### src/rtl/imm_ext_stage.sv
// Immediate-extension stage for the 16-bit CPU decode path.
// Picks the immediate field for each opcode and sign- or zero-extends it to XLEN.
// An EXT prefix (op 4'b1000) supplies 12 upper bits to the next immediate-bearing
// instruction. One register stage with a valid/ready handshake on both sides.
module imm_ext_stage #(
    parameter int XLEN       = 16,
    parameter bit ZEXT_LOGIC = 1'b0,
    parameter bit PREFIX_EN  = 1'b1
) (
    input  logic            clk,
    input  logic            rst_n,
    input  logic            flush,
    input  logic            in_valid,
    output logic            in_ready,
    input  logic [15:0]     in_instr,
    output logic            out_valid,
    input  logic            out_ready,
    output logic [XLEN-1:0] out_imm,
    output logic            out_has_imm,
    output logic            out_is_pfx,
    output logic            out_pfx_used,
    output logic            out_pfx_err
);

    logic            outValid_q, outValid_d;
    logic [XLEN-1:0] outImm_q, outImm_d;
    logic            outHasImm_q, outHasImm_d;
    logic            outIsPfx_q, outIsPfx_d;
    logic            outPfxUsed_q, outPfxUsed_d;
    logic            outPfxErr_q, outPfxErr_d;
    logic            pfxPending_q, pfxPending_d;
    logic [11:0]     pfxBits_q, pfxBits_d;

    logic [3:0]      opcode;
    logic [7:0]      field;
    logic            fieldWide;
    logic            carriesImm;
    logic            isExt;
    logic            zeroExt;
    logic            accept;
    logic [XLEN-1:0] extImm;

    assign opcode = in_instr[3:0];

    // A flush cycle never takes a new word, so the redirect cannot be overtaken.
    assign in_ready = (!outValid_q || out_ready) && !flush;
    assign accept   = in_valid && in_ready;

    // Opcode decode: which bits hold the immediate, how wide it is, and whether it is a prefix.
    always_comb begin
        field      = 8'h00;
        fieldWide  = 1'b0;
        carriesImm = 1'b0;
        isExt      = 1'b0;
        case (opcode)
            4'b0000: begin
                field      = in_instr[15:8];
                fieldWide  = 1'b1;
                carriesImm = 1'b1;
            end
            4'b0001, 4'b0100, 4'b0101,
            4'b1100, 4'b1101, 4'b1110, 4'b1111: begin
                field      = {4'b0000, in_instr[15:12]};
                carriesImm = 1'b1;
            end
            4'b0010, 4'b0011, 4'b0110, 4'b0111: begin
                field      = {4'b0000, in_instr[7:4]};
                carriesImm = 1'b1;
            end
            4'b1000: begin
                isExt = PREFIX_EN;
            end
            default: begin
                carriesImm = 1'b0;
            end
        endcase
        zeroExt = ZEXT_LOGIC && (opcode == 4'b1110 || opcode == 4'b1111);
    end

    // Extension: the prefix bits sit above the field; the result is cast to XLEN,
    // which sign/zero-extends short values and keeps only the low XLEN bits of long ones.
    always_comb begin
        extImm = '0;
        case ({pfxPending_q, fieldWide})
            2'b11: begin
                if (zeroExt) extImm = XLEN'({pfxBits_q, field});
                else         extImm = XLEN'($signed({pfxBits_q, field}));
            end
            2'b10: begin
                if (zeroExt) extImm = XLEN'({pfxBits_q, field[3:0]});
                else         extImm = XLEN'($signed({pfxBits_q, field[3:0]}));
            end
            2'b01: begin
                if (zeroExt) extImm = XLEN'(field);
                else         extImm = XLEN'($signed(field));
            end
            default: begin
                if (zeroExt) extImm = XLEN'(field[3:0]);
                else         extImm = XLEN'($signed(field[3:0]));
            end
        endcase
    end

    // Next-state: load a fresh result on accept, drain on downstream take, kill everything on flush.
    always_comb begin
        outValid_d   = outValid_q;
        outImm_d     = outImm_q;
        outHasImm_d  = outHasImm_q;
        outIsPfx_d   = outIsPfx_q;
        outPfxUsed_d = outPfxUsed_q;
        outPfxErr_d  = outPfxErr_q;
        pfxPending_d = pfxPending_q;
        pfxBits_d    = pfxBits_q;
        if (accept) begin
            outValid_d   = 1'b1;
            outIsPfx_d   = 1'b0;
            outPfxUsed_d = 1'b0;
            outPfxErr_d  = 1'b0;
            if (isExt) begin
                pfxBits_d    = in_instr[15:4];
                pfxPending_d = 1'b1;
                outIsPfx_d   = 1'b1;
                outImm_d     = '0;
                outHasImm_d  = 1'b0;
            end else if (carriesImm) begin
                outImm_d     = extImm;
                outHasImm_d  = 1'b1;
                outPfxUsed_d = pfxPending_q;
                pfxPending_d = 1'b0;
            end else begin
                outPfxErr_d  = pfxPending_q;
                pfxPending_d = 1'b0;
                outImm_d     = '0;
                outHasImm_d  = 1'b0;
            end
        end else if (out_ready) begin
            outValid_d = 1'b0;
        end
        if (flush) begin
            outValid_d   = 1'b0;
            pfxPending_d = 1'b0;
        end
    end

    // State registers with synchronous active-low reset.
    always_ff @(posedge clk) begin
        if (!rst_n) begin
            outValid_q   <= 1'b0;
            outImm_q     <= '0;
            outHasImm_q  <= 1'b0;
            outIsPfx_q   <= 1'b0;
            outPfxUsed_q <= 1'b0;
            outPfxErr_q  <= 1'b0;
            pfxPending_q <= 1'b0;
            pfxBits_q    <= 12'h000;
        end else begin
            outValid_q   <= outValid_d;
            outImm_q     <= outImm_d;
            outHasImm_q  <= outHasImm_d;
            outIsPfx_q   <= outIsPfx_d;
            outPfxUsed_q <= outPfxUsed_d;
            outPfxErr_q  <= outPfxErr_d;
            pfxPending_q <= pfxPending_d;
            pfxBits_q    <= pfxBits_d;
        end
    end

    assign out_valid    = outValid_q;
    assign out_imm      = outImm_q;
    assign out_has_imm  = outHasImm_q;
    assign out_is_pfx   = outIsPfx_q;
    assign out_pfx_used = outPfxUsed_q;
    assign out_pfx_err  = outPfxErr_q;

endmodule

### config.mk
export PLATFORM = sky130hd
export DESIGN_NAME = imm_ext_stage
export DESIGN_NICKNAME = d
export VERILOG_FILES = /design/src/rtl/imm_ext_stage.sv
export SDC_FILE = /design/constraint.sdc
export NUM_CORES = 1
export LEC_CHECK = 0
export BUFFER_PORTS_ARGS = -buffer_cell sky130_fd_sc_hd__buf_2
export CORE_AREA = 2 2 75 77
export CTS_CLUSTER_DIAMETER = 200
export DETAILED_ROUTE_END_ITERATION = 10
export DIE_AREA = 0 0 77 79
export GPL_TIMING_DRIVEN = 0
export HOLD_SLACK_MARGIN = 0.15
export PLACE_DENSITY = 0.56
export SYNTH_ARGS = -nofsm -noshare
export SYNTH_HDL_FRONTEND = slang
export SYNTH_SLANG_ARGS = --single-unit
### constraint.sdc
create_clock -name clk -period 1.9 [get_ports clk]
set_input_delay 0.285 -clock clk [delete_from_list [all_inputs] [get_ports clk]]
set_output_delay 0.285 -clock clk [all_outputs]
set_load 0.02 [all_outputs]
# == Yosys cells after proc, flatten, opt, wreduce, memory -nomap -nowiden ==
# Cells that the tools add are included.
# Widths: inputs -> output; s select.
# word_totals
reg_bits,34
latch_bits,0
ramBits,0
rom_bits,0
input_bits,21
out_inout_bits,22
elab_cells,52
memories,0
# classes
n_addsub,0
mul,0
div,0
magnitude_cmp,0
n_eq_ne,15
shifts,0
mux,16
n_bitwise,1
reduce_logical,12
# op_table
operator,n
$pmux 16 s3,1
$mux 16,2
$pmux 8 s3,1
$eq 4x4->1 const B,5
$eq 4x3->1 const B,4
$mux 1,12
$reduce_or 12->1,1
$eq 4x2->1 const B,2
$reduce_or 7->1,1
$eq 2x2->1 const B,2
$eq 4x1->1 const B,1
$logic_not 4->1,1
$reduce_or 4->1,1
$eq 2x1->1 const B,1
$logic_and 1x1->1,2
$logic_not 1->1,2
$reduce_and 2->1,1
$reduce_bool 2->1,1
$reduce_or 2->1,1
$logic_or 1x1->1,1
$not 1->1,1

# == Depth between registers and ports, before layout ==
# logic_depth
depth_word,6
ltp_mapped,6
depth_no_buf,4

# == Worst setup path before layout ==
# OpenSTA, ideal clock, no wires.
# synth_timing
path_kind,input port to flip-flop
from,in in_instr[1]
to,"reg outImm_q[15], in the netlist out_imm[15]"
arrival_ns,1.464
required_ns,1.783
path_slack_ns,0.318
cell_stages,5
path_cell_list,nor4_4 -> buf_2 -> mux2i_1 -> nand2_1 -> a32o_1
# synth_between
elab_chain_cells,6
word_cells_on_any_way,26
cone_classes,15 x eq/ne; 7 x mux; 4 x reduce/logical
# synth_lines
element,line_no,rtl
from (decl),15,"input logic [15:0] in_instr,"
$eq 4x1->1 (tied with other cells),55,case (opcode)
$reduce_or 7->1 (tied with other cells),55,
$pmux 8 s3 (tied with other cells),55,
$pmux 16 s3,84,"case ({pfxPending_q, fieldWide})"
$mux 16,125,end else if (carriesImm) begin
$mux 16 *,119,if (isExt) begin
to (signal assigned),158,outImm_q <= outImm_d;
to (decl),26,"logic [XLEN-1:0] outImm_q, outImm_d;"
# Every way passes the cells marked *; elsewhere a longest branch is shown, timed or not.
# A chain may end at the register's enable or synchronous reset.

# == Worst setup path after layout ==
# layout_timing
from,in in_instr[1]
to,"reg outImm_q[5], in the netlist out_imm[5]"
# The elaborated chain is that of the path after synthesis.

==> results.md <==
- Post-synthesis cell type count: 27
- Worst-skew pair later-pin latency: 0.29 ns
- Final Util: 35.9%
- Largest net degree at the start of global routing: 11
- Total of max-cap violations: 0
- Post-DR vias/cell: 4.72
- Peak VDD IR: 0.000304 V
- P&R area growth vs syn: 25.8%
- CTS H-Tree Depth: 2
- CP Capture Type: register
- Drc violations: 0
- Worst EP required: 2.07 ns
- Placed inst area: 1820 µm²
- Syn Std Cell Area: 1520 µm²
- Post-route cell area: 1920 µm²
- P_leak: 0.000834 µW
- Core Box Area: 5340 µm²
- Clock Path Buffers: 2
- Synth top area share: 44.7%
- Detailed placer's ending HPWL: 2.96 mm
- Total track usage: 13.1%
- Die Area: 6080 µm²
- Fmax: 604 MHz
- Syn_nets: 177
- Final nets: 226
- First-pass GRT wire length: 6.11 mm
- Routed WL: 3.83 mm
- Number of port buffers: 42
- Vias post-DR: 1,311
- CTS Hold Bufs: 0
- Slew Viols, Final: 0
- Share of layout cells above drive strength 1: 27.2%
- Seq/Total Area, Yosys: 44.7%
- Clock Sinks: 34
- PD cells: 772 nW/µm²
- Syn. warnings: 0
- Antenna diode count: 0
- WHS Path Cells: 3
- Commonest non-fill, non-tap cells in the layout: buf_2, dfxtp_1, nor2b_1, mux2i_1, nand2_1
- Initial antenna violation count: 0
- Avg Inst Size Synth: 9.77 µm²
- GRT Residual Overflow: 0
- Synth Register Bits: 34
- CTS tree: yes
- Worst reg2reg path depth: 4
- Vias in the first global route: 1,230
- Die width: 77 µm
- Worst-path clk slew: 0.07 ns
- Starting density of the core: 28.6%
- Root Driver: clkbuf_8
- Number of detailed-route iterations in the first pass: 4
- Final GP Congestion: 0.780
- Worst slew pin tran: 0.677 ns
- FP Rows: 27
- Clock Skews: 0.0114 ns
- Initial DRC count: 47
- Commonest non-fill, non-tap cell in the layout: buf_2
- Setup Crit Path Kind: primary input to register
- Max-slew headroom: 54.8%
- Post-CTS Setup Bufs: 0
- Unrepaired setup endpoints after global routing: no
- Period minus WS final: 1.66 ns
- Final period utilization: 87.2%
- Arr. time, crit path: 1.83 ns
- Avg WL per Cell: 13.8 µm
- DRT antenna net count: 0
- Worst min path class: primary input to register
- Mapped Cells: 156
- CP Launch Type: primary input
- Final setup fails: 0
- Crit path max fanout: 10
- Final Hold Violating Endpoints: 0
- CTS Buf Count: 5
- Ports: 43
- Outcome: finished, final reports clean
- Die height: 79 µm
- Largest area contributor in the netlist: dfxtp_1
- Largest cells by area after synthesis: dfxtp_1, mux2i_1, a32o_1
## cell families (layout without fill, tap and decap cells)
group | after synthesis | count (layout) | share of synthesized area, %
compound gates | 35 | 35 | 17.9
buf+inv | 10 | 60 | 3.12
flops | 34 | 34 | 44.7
simple gates | 61 | 61 | 23.8
mux | 16 | 16 | 10.5
## final timing paths
path                                                from  slack [ns]                        to
worst max register to register    out_valid$_SDFFE_PP0P_        0.27   out_imm[8]$_SDFFE_PN0P_
worst min register to register  out_imm[12]$_SDFFE_PN0P_        0.46  out_imm[12]$_SDFFE_PN0P_
worst max-delay path                         in_instr[1]        0.24   out_imm[5]$_SDFFE_PN0P_
worst min-delay path                            in_valid        0.23    out_valid$_SDFFE_PP0P_
## power by group
| part | total, µW | internal (µW) | switching, µW |
|---|---|---|---|
| Combinational | 182 | 75.5 | 107 |
| Sequential | 741 | 732 | 8.83 |
| Clock | 557 | 292 | 265 |
## Yosys cell counts
master	n
nand3_1	2
nor2b_1	18
nand4_1	1
inv_1	1
and3b_1	1
buf_6	1
a32o_1	12
buf_2	2
nor4_4	1
and3_1	1
o2bb2ai_1	4
o21ai_0	4
nand2_1	14
a21boi_0	3
a21oi_1	9
or4b_1	1
and2_1	2
and2b_4	1
clkbuf_1	6
dfxtp_1	34
a222oi_1	3
mux2i_1	16
nand2b_1	4
nor2_1	8
nand4b_1	1
or4_4	1
nor3b_1	5
## layout make-up
| cell class | count | area, µm² |
|---|---|---|
| buffer | 9 | 45.0 |
| clock buffer | 7 | 86.3 |
| clock inverter | 1 | 5.00 |
| fill | 578 | 3420 |
| inverter | 1 | 3.75 |
| multi-input combinational | 112 | 796 |
| sequential | 34 | 681 |
| tap | 72 | 90.1 |
| timing repair buffer | 42 | 210 |
## critical path, stage by stage
cell and delay (ns):
buf_2 0.14, nor4_4 0.54, clkbuf_1 0.38, o21ai_0 0.19
a32o_1 0.28
## registers in the layout, indices dropped and copies added, names as in the netlist
name          cells
out_pfx_used      1
out_valid         1
pfxBits_q        12
out_imm          16
out_is_pfx        1
out_pfx_err       1
pfxPending_q      1
out_has_imm       1
## per-stage QoR
step	setup TNS (ns)	total power, µW	worst slack [ns]	hold WS, ns	cells
floorplan	0	866	0.318	0.406	156
global placement	-0.170	939	-0.0603	0.446	270
detailed placement	-0.409	942	-0.0587	0.449	270
CTS	0	1490	0.112	0.238	278
global route	0	1550	0.122	0.266	278
finish	0	1480	0.244	0.234	278
## layer usage
layer / share of wire [%] / up-vias / track usage [%]
met5: 0 / - / 0
met4: 2.2 / 0 / 7.50
met3: 6.1 / 8 / 3.52
met2: 45 / 32 / 20.5
met1: 46 / 597 / 16.4
li1: - / 674 / -
## timing repair
item / 4_1_cts / 5_1_grt
setup endpoints to repair: 0 / 8
hold endpoints to repair: 0 / 0
gates resized for setup: 0 / 2
Power figures use the tool's default switching activity.
